### src/rtl/truco_pkg.sv
// Shared types, segment patterns and the bet ladder for the Truco scoreboard.
package truco_pkg;

    typedef enum logic [1:0] {
        JOGO   = 2'd0,
        RODADA = 2'd1,
        FIM    = 2'd2
    } estado_t;

    localparam logic [6:0] SEG_BLANK = 7'b1111111;

    // Active-low gfedcba patterns for digits 0..9.
    localparam logic [6:0] SEG7 [0:9] = '{
        7'b1000000, 7'b1111001, 7'b0100100, 7'b0110000, 7'b0011001,
        7'b0010010, 7'b0000010, 7'b1111000, 7'b0000000, 7'b0010000
    };

    function automatic logic [3:0] proxima_aposta(input logic [3:0] valor);
        case (valor)
            4'd1:    return 4'd3;
            4'd3:    return 4'd6;
            4'd6:    return 4'd9;
            default: return 4'd12;
        endcase
    endfunction

    function automatic logic [6:0] seg7_code(input logic [7:0] digito);
        if (digito <= 8'd9)
            return SEG7[digito[3:0]];
        return SEG_BLANK;
    endfunction

endpackage

### src/rtl/truco_btn_sync.sv
// Two-flop synchroniser followed by a registered rising-edge detector:
// one clean single-cycle pulse per press, nothing while the button is held.
module truco_btn_sync #(
    parameter int W = 1
) (
    input  logic         clk,
    input  logic         reset,
    input  logic [W-1:0] raw,
    output logic [W-1:0] pulse
);

    logic [W-1:0] meta;
    logic [W-1:0] sync;
    logic [W-1:0] sync_d;

    always_ff @(posedge clk or negedge reset) begin
        if (!reset) begin
            meta   <= '0;
            sync   <= '0;
            sync_d <= '0;
            pulse  <= '0;
        end else begin
            meta   <= raw;
            sync   <= meta;
            sync_d <= sync;
            pulse  <= sync & ~sync_d;
        end
    end

endmodule

### src/rtl/truco_placar_multi.sv
// N-team Truco scoreboard with bet raising, round (tento) tracking and
// registered 7-segment outputs per team.
//
//   state  | meaning
//   JOGO   | hand in play: scoring and bet pulses accepted
//   RODADA | one cycle: clear points, credit the tento to the scoring team
//   FIM    | game over, counters frozen until novo_jogo
module truco_placar_multi
    import truco_pkg::*;
#(
    parameter  int N_TEAMS    = 2,
    parameter  int PTS_MAX    = 12,
    parameter  int TENTOS_MAX = 3,
    localparam int PW         = $clog2(PTS_MAX + 1),
    localparam int TW         = $clog2(TENTOS_MAX + 1)
) (
    input  logic                  clk,
    input  logic                  reset,
    input  logic [N_TEAMS-1:0]    btn,
    input  logic                  btn_truco,
    input  logic                  novo_jogo,
    output logic [N_TEAMS*PW-1:0] pontos,
    output logic [N_TEAMS*TW-1:0] tentos,
    output logic [3:0]            valor_mao,
    output logic                  fim_jogo,
    output logic [1:0]            vencedor,
    output logic [N_TEAMS*7-1:0]  seg_dez,
    output logic [N_TEAMS*7-1:0]  seg_und,
    output logic [N_TEAMS*7-1:0]  seg_tento
);

    // Sum is wide enough for the bet value even when PW is tiny.
    localparam int SW = ((PW > 4) ? PW : 4) + 1;
    localparam int NI = N_TEAMS + 2;

    logic [NI-1:0]      raw_in;
    logic [NI-1:0]      pulso;
    logic [N_TEAMS-1:0] p_btn;
    logic               p_truco;
    logic               p_novo;

    assign raw_in  = {novo_jogo, btn_truco, btn};
    assign p_btn   = pulso[N_TEAMS-1:0];
    assign p_truco = pulso[N_TEAMS];
    assign p_novo  = pulso[N_TEAMS+1];

    truco_btn_sync #(.W(NI)) u_sync (
        .clk   (clk),
        .reset (reset),
        .raw   (raw_in),
        .pulse (pulso)
    );

    estado_t       estado, estado_n;
    logic [PW-1:0] pts_q [N_TEAMS];
    logic [PW-1:0] pts_n [N_TEAMS];
    logic [TW-1:0] tnt_q [N_TEAMS];
    logic [TW-1:0] tnt_n [N_TEAMS];
    logic [3:0]    valor_q, valor_n;
    logic [1:0]    venc_q, venc_n;
    logic [1:0]    lider_q, lider_n;
    logic          achou;
    logic [SW-1:0] soma;

    always_ff @(posedge clk or negedge reset) begin
        if (!reset)
            estado <= JOGO;
        else
            estado <= estado_n;
    end

    always_comb begin
        estado_n = estado;
        pts_n    = pts_q;
        tnt_n    = tnt_q;
        valor_n  = valor_q;
        venc_n   = venc_q;
        lider_n  = lider_q;
        achou    = 1'b0;
        soma     = '0;

        if (p_novo) begin
            estado_n = JOGO;
            for (int i = 0; i < N_TEAMS; i++) begin
                pts_n[i] = '0;
                tnt_n[i] = '0;
            end
            valor_n = 4'd1;
            venc_n  = '0;
        end else begin
            case (estado)
                JOGO: begin
                    // Lowest-index button wins a same-cycle tie.
                    for (int i = 0; i < N_TEAMS; i++) begin
                        if (p_btn[i] && !achou) begin
                            achou   = 1'b1;
                            lider_n = 2'(i);
                            soma    = SW'(pts_q[i]) + SW'(valor_q);
                            if (soma >= SW'(PTS_MAX)) begin
                                pts_n[i] = PW'(PTS_MAX);
                                estado_n = RODADA;
                            end else begin
                                pts_n[i] = soma[PW-1:0];
                            end
                        end
                    end
                    if (achou)
                        valor_n = 4'd1;
                    else if (p_truco)
                        valor_n = proxima_aposta(valor_q);
                end
                RODADA: begin
                    estado_n = JOGO;
                    for (int i = 0; i < N_TEAMS; i++) begin
                        pts_n[i] = '0;
                        if (2'(i) == lider_q) begin
                            tnt_n[i] = tnt_q[i] + 1'b1;
                            if (tnt_q[i] == TW'(TENTOS_MAX - 1)) begin
                                estado_n = FIM;
                                venc_n   = lider_q;
                            end
                        end
                    end
                end
                FIM: begin
                end
                default: estado_n = JOGO;
            endcase
        end
    end

    always_ff @(posedge clk or negedge reset) begin
        if (!reset) begin
            for (int i = 0; i < N_TEAMS; i++) begin
                pts_q[i] <= '0;
                tnt_q[i] <= '0;
            end
            valor_q <= 4'd1;
            venc_q  <= '0;
            lider_q <= '0;
        end else begin
            pts_q   <= pts_n;
            tnt_q   <= tnt_n;
            valor_q <= valor_n;
            venc_q  <= venc_n;
            lider_q <= lider_n;
        end
    end

    assign valor_mao = valor_q;
    assign fim_jogo  = (estado == FIM);
    assign vencedor  = venc_q;

    for (genvar g = 0; g < N_TEAMS; g++) begin : g_team
        logic [7:0] p8;
        logic [7:0] t8;
        logic [6:0] dez_q;
        logic [6:0] und_q;
        logic [6:0] tnt_seg_q;

        assign p8 = 8'(pts_q[g]);
        assign t8 = 8'(tnt_q[g]);

        assign pontos[g*PW +: PW]  = pts_q[g];
        assign tentos[g*TW +: TW]  = tnt_q[g];
        assign seg_dez[g*7 +: 7]   = dez_q;
        assign seg_und[g*7 +: 7]   = und_q;
        assign seg_tento[g*7 +: 7] = tnt_seg_q;

        always_ff @(posedge clk or negedge reset) begin
            if (!reset) begin
                dez_q     <= SEG7[0];
                und_q     <= SEG7[0];
                tnt_seg_q <= SEG7[0];
            end else begin
                dez_q     <= seg7_code(p8 / 8'd10);
                und_q     <= seg7_code(p8 % 8'd10);
                tnt_seg_q <= seg7_code(t8);
            end
        end
    end

endmodule

### config.mk
export PLATFORM = sky130hd
export DESIGN_NAME = truco_placar_multi
export DESIGN_NICKNAME = d
export VERILOG_FILES = /design/src/rtl/truco_pkg.sv /design/src/rtl/truco_btn_sync.sv /design/src/rtl/truco_placar_multi.sv
export SDC_FILE = /design/constraint.sdc
export NUM_CORES = 1
export LEC_CHECK = 0
export CORE_MARGIN = 8
export CORE_UTILIZATION = 28
export DETAILED_ROUTE_END_ITERATION = 6
export PLACE_DENSITY_LB_ADDON = 0.15
export SLEW_MARGIN = 20
export SYNTH_ARGS = -nofsm -noshare
export SYNTH_HDL_FRONTEND = slang
export SYNTH_SLANG_ARGS = --single-unit
### constraint.sdc
create_clock -name clk -period 2.2 [get_ports clk]
set_input_delay 0.44 -clock clk [delete_from_list [all_inputs] [get_ports clk]]
set_output_delay 0.44 -clock clk [all_outputs]
set_load 0.01 [all_outputs]
* Yosys cells after proc, flatten, opt, wreduce, memory -nomap -nowiden
Memories as Yosys holds them, arrays and structs flattened. A register that Yosys moved wholly into a read port is not among the register bits.
Index checks and enable logic that the tools add are counted.
** Cells by class
- $add $sub $neg :: 4
- Multiply operators :: 0
- Div/mod/pow operators :: 4
- $lt $le $gt $ge :: 10
- Eq/ne operators :: 11
- Shift operators :: 0
- Multiplexer cells :: 59
- Bitwise operators :: 9
- Reduce and logical (&&, ||, !) cells :: 19
** Operators with widths (number)
- $mux 7 :: 16
- $mux 4 :: 10
- $mux 2 :: 19
- $le 8x4->1 const B :: 4
- $ge 5x5->1 const B :: 4
- $not 4->5 :: 4
- $div 4x4->8 const B :: 2
- $mod 4x4->8 const B :: 2
- $pmux 8 s2 :: 1
- $pmux 4 s3 :: 1
- $add 4x4->5 :: 2
- $ge 5x4->1 const B :: 2
- $mux 1 :: 10
- $not 2->5 :: 2
- $reduce_and 2->1 :: 5
- $reduce_bool 2->1 :: 5
- $mux 8 :: 1
- $eq 2x2->1 const B :: 3
- $pmux 2 s3 :: 1
- $reduce_bool 3->1 :: 2
- $add 2x1->2 const B :: 2
- $and 4x4->4 :: 1
- $eq 4x1->1 const B :: 1
- $eq 4x2->1 const B :: 1
- other kinds (12) :: 15
** Word-level totals
- Flip-flop bits (word level) :: 66
- Bits in latches :: 0
- RAM bits :: 0
- ROM bits :: 672
- Input bits :: 6
- Logic and storage cells :: 138
- Memories :: 6
** Memory list
- (no name shown) :: depth 16, width 7, read ports 1, clocked after memory_dff 1, write ports 0, line truco_pkg.sv:29 : return SEG7[digito[3:0]];
- (no name shown) :: depth 16, width 7, read ports 1, clocked after memory_dff 0, write ports 0, line truco_pkg.sv:29
- (no name shown) :: depth 16, width 7, read ports 1, clocked after memory_dff 0, write ports 0, line truco_pkg.sv:29
- (no name shown) :: depth 16, width 7, read ports 1, clocked after memory_dff 1, write ports 0, line truco_pkg.sv:29
- (no name shown) :: depth 16, width 7, read ports 1, clocked after memory_dff 0, write ports 0, line truco_pkg.sv:29
- (no name shown) :: depth 16, width 7, read ports 1, clocked after memory_dff 0, write ports 0, line truco_pkg.sv:29

* Longest topological paths before layout
- Word-level depth :: 11
- Gate-level depth with buffers :: 7

* Cells and area by module
Synthesis repeated with hierarchy kept, for this count alone.
** Unflattened totals
- Cell total of the unflattened synthesis :: 291
- Area, all modules :: 3296.9 um2
** Modules (own cells, without submodules)
- truco_placar_multi :: instances 1, cells each 271, area an instance 2841.5 um2, sequential area each 1182.4 um2
- truco_btn_sync :: instances 1, cells each 20, area an instance 455.4 um2, sequential area each 400.4 um2

* Least setup slack after synthesis
OpenSTA, ideal clock, no wires.
- Path kind :: reg-to-reg
- From :: reg pts_q, in the netlist pontos[0]
- To :: reg pts_q, in the netlist pontos[0]
- Arrival :: 1.909 ns
- Data required time :: 2.078 ns
- Setup slack :: 0.169 ns
- Cell stages (with the launch flop) :: 7
- Path buffers :: 0
- Period minus slack after synthesis :: 2.031 ns
- Path through :: dfrtp_1 -> ha_1 -> fa_1 -> nand3b_1 -> o21ai_0 -> a2111o_1 -> a32o_1
** On the way
- Longest elaborated chain between the ends :: 6
** RTL lines
- start, declared :: line truco_placar_multi.sv:55 : logic [PW-1:0] pts_q [N_TEAMS];
- start signal, assigned :: line truco_placar_multi.sv:142 : pts_q <= pts_n;
- $add 4x4->5 (*) :: line truco_placar_multi.sv:98 : soma = SW'(pts_q[i]) + SW'(valor_q);
- $ge 5x4->1 :: line truco_placar_multi.sv:99 : if (soma >= SW'(PTS_MAX)) begin
- $mux 4 (*) :: line truco_placar_multi.sv:99
- $mux 4 (*) :: line truco_placar_multi.sv:95 : if (p_btn[i] && !achou) begin
- $pmux 8 s2 (*) :: line truco_placar_multi.sv:91 : case (estado)
- $mux 8 (*) :: line truco_placar_multi.sv:82 : if (p_novo) begin
Mark *: on every way between the ends. The rest lies on a longest branch, timed or not. The select of a mux whose other input is x is not followed.
A chain may end at the register's enable or synchronous reset.

* Final worst setup path
- From :: reg estado[1]
- To :: out fim_jogo
** On the way
- Longest elaborated chain between the ends :: 1
** RTL lines
- start, declared :: line truco_placar_multi.sv:54 : estado_t estado, estado_n;
- start signal, assigned :: line truco_placar_multi.sv:69 : estado <= estado_n;
- $eq 2x2->1 :: line truco_placar_multi.sv:151 : assign fim_jogo = (estado == FIM);
- end, declared :: line truco_placar_multi.sv:25 : output logic fim_jogo,
Every way passes these cells.

==> summary.md <==
| Metric | Value |
|---|---|
| Status | `finished, final reports clean` |
| Worst vdd ir | `0.000494 V` |
| Inserted Diodes | `0` |
| Setup total negative slack | `0 ns` |
| Clock transition at the registers of the reported paths | `roughly 0.07 ns` |
| Critical path type | `flop to output pin` |
| Reg-to-Reg End | `pontos[1]` |
| Commonest non-fill, non-tap cell in the layout | `dfrtp_1` |
| Top-area cell type share of the netlist area | `a little under half` |
| Die area | `0.0149 mm2` |
| Final ANT Viol Nets | `0` |
| CP Max Fanout | `6` |
| DP HPWL | `4900 um` |
| Mapped Cells | `between 200 and 300` |
| Final worst-path cycle share | `a little over 90%` |
| Worst r2r src | `valor_mao[0]` |
| Fin. Hold Viols | `0` |
| Vias in the first global route | `2277` |
| Antenna violations before repair | `0` |
| Tot GR Track Use | `9.33%` |
| Clock Skews | `~0.017 ns` |
| R2R cell count | `6` |
| Final wirelength | `6470 um` |
| Post-synth ARST share | `100%` |
| RSZ-0062 raised after global routing | `false` |
| Sequential share of the synthesized area | `50.3%` |
| Setup violators final | `0` |
| Synth cell types | `47` |
| Critical Path RT | `1.76 ns` |
| DIE HEIGHT | `122 um` |
| TritonRoute pass-1 iters | `4` |
| I/O Buffers | `between 50 and 60` |
| CTS tree | `done` |
| Most frequent cells in the layout | `dfrtp_1, clkdlybuf4s50_1, ha_1, inv_1, o21ai_0` |
| Leak pwr | `approximately 1.9 nW` |
| Largest cells by area after synthesis | `dfrtp_1, ha_1, dfstp_2` |
| Critical Path Source Type | `flop` |
| CP Data Arrival Time | `1.58 ns` |
| Yosys reg bits | `63` |
| Chip width | `122 um` |
| Yosys warns | `0` |
| DRC Markers | `0` |
| IO Pins | `67` |
| Cell Rows | `38` |
| Starting DRC count in detailed routing | `95` |
| Tot Pwr | `5.12 mW` |
| Minimum clock period | `2.02 ns` |
| Wire per inst | `13.2 um` |
| Clock sink total | `63` |
| Max Fclk | `0.495 GHz` |
| Clk_lat worst skew | `between 0.3 and 0.4 ns` |
| Avg Synthesized Cell Area | `11.1 um2` |
| Max-slew violations | `0` |
| Layout cells sized above 1 | `11.1%` |
| Mean number of vias per cell | `~4.5` |
| Final net count | `387` |
| Post-CTS setup buffer count | `0` |
| Via count | `2209` |
| Netlist Area Pre-Place | `0.00314 mm2` |
| First-pass GRT wire length | `11000 um` |
| Clock buffer depth | `2` |
| Reg2reg setup slack | `between 0.15 and 0.2 ns` |
| Power Dens Cells | `1260 mW/mm2` |
| MaxCap Viol Count | `0` |
| CP endpoint kind | `output pin` |
| Hold crit path type | `primary input to async pin` |
| Area delta synth->final | `28.9%` |
| Post-route design area | `between 0.004 and 0.005 mm2` |
| Most area-hungry cell type in the Yosys netlist | `dfrtp_1` |
| Largest net degree at the start of global routing | `46` |
| GRT Residual Overflow | `0` |
| EDFF count, synth | `0` |
| CTS Root Cell | `clkbuf_8` |
| Initial core utilization | `28.9%` |
| Synth Flop Type | `dfrtp_1` |
| RePlAce Congestion | `around 0.83` |
| Inserted Clock Buffers | `9` |
| CTS HTree Levels | `3` |
| Cell area after placement | `0.00386 mm2` |
| Core area | `approximately 0.011 mm2` |
==> cell type report <==
cell class | instances | area [um2]
fill | 1066 | 6840
sequential | 63 | 1580
multi-input combinational | 186 | 1380
timing repair buffer | 66 | 648
tap | 140 | 175
clock buffer | 12 | 155
inverter | 21 | 78.8
clock inverter | 4 | 30.0
==> how the worst max path moves through the flow <==
stage | startpoint | endpoint | slack [ns] | depth (start not counted)
6_report | estado[1] | fim_jogo | 0.18 | 2
5_1_grt | pontos[1] | g_team[0].und_q[3] | 0.05 | 7
4_1_cts | pontos[1] | g_team[0].und_q[3] | 0.03 | 7
3_5_place_dp | pontos[1] | g_team[0].und_q[0] | 0.05 | 7
3_3_place_gp | pontos[1] | g_team[0].und_q[4] | 0.16 | 7
2_1_floorplan | pontos[0] | pontos[0] | 0.17 | 6
==> where the power goes <==
group	total, mW	switching, mW	internal [mW]
clock	0.931	0.460	0.471
combinational	2.48	1.26	1.22
sequential	1.71	0.237	1.47
total	5.12	1.96	3.16
==> Yosys cell counts (3+ instances only) <==
library cell  instances
a21o_1                7
a21oi_1              14
a22oi_1               3
a32o_1                4
buf_4                16
dfrtp_1              58
dfstp_2               5
ha_1                 32
inv_1                21
mux2_2                3
mux2i_1               6
nand2_1              15
nand2b_1              3
nand3_1               3
nand3b_1              3
nor2_1               16
nor2b_1              10
nor3_1                5
o21ai_0              21
or2_2                 3
==> flip-flops by register name (all words and copies together) (netlist names) <==
register,count
valor_mao,4
estado,2
tentos,4
u_sync.pulse,4
vencedor,2
g_team.dez_q,2
u_sync.sync_d,4
g_team.tnt_seg_q,10
u_sync.meta,4
g_team.und_q,14
u_sync.sync,4
lider_q,1
pontos,8
==> cell families after synthesis <==
family | after synthesis | synth area share [%]
AO/OA/AOI/OAI | 68 | 14.6
XOR/XNOR | 2 | 0.557
adder cells (fa/ha/maj) | 34 | 14.0
buffers and inverters | 39 | 6.61
flip-flops | 63 | 50.3
multiplexers | 9 | 2.98
other | 2 | 0.239
AND/OR/NAND/NOR | 65 | 10.7
==> critical path, cell delays in order, from the launching register on <==
cell	delay (ns)
dfrtp_1	0.42
nor2b_1	0.24
clkdlybuf4s50_1	0.58
==> routing by layer <==
metal	global-route usage (%)	routed length (um)
met5	0	0
met4	5.71	175
met3	2.96	412
met2	14.7	3060
met1	10.9	2820
==> per-stage QoR <==
| stage | worst slack [ns] | hold WS, ns | std cells | utilization (%) |
|---|---|---|---|---|
| finish | 0.180 | 0.0418 | 492 | 37.2 |
| global route | 0.0505 | 0.0618 | 492 | 37.2 |
| global placement | 0.163 | 0.334 | 476 | 35.5 |
| CTS | 0.0349 | 0.0388 | 492 | 37.2 |
| detailed placement | 0.0493 | 0.336 | 476 | 35.5 |
| floorplan | 0.169 | 0.144 | 288 | - |
==> what timing repair did <==
| item | CTS | global route |
|---|---|---|
| gates resized for setup | 0 | 1 |
| setup endpoints to repair | 0 | 7 |
| hold buffers | 0 | 0 |
(Power assumes the default switching activity.)
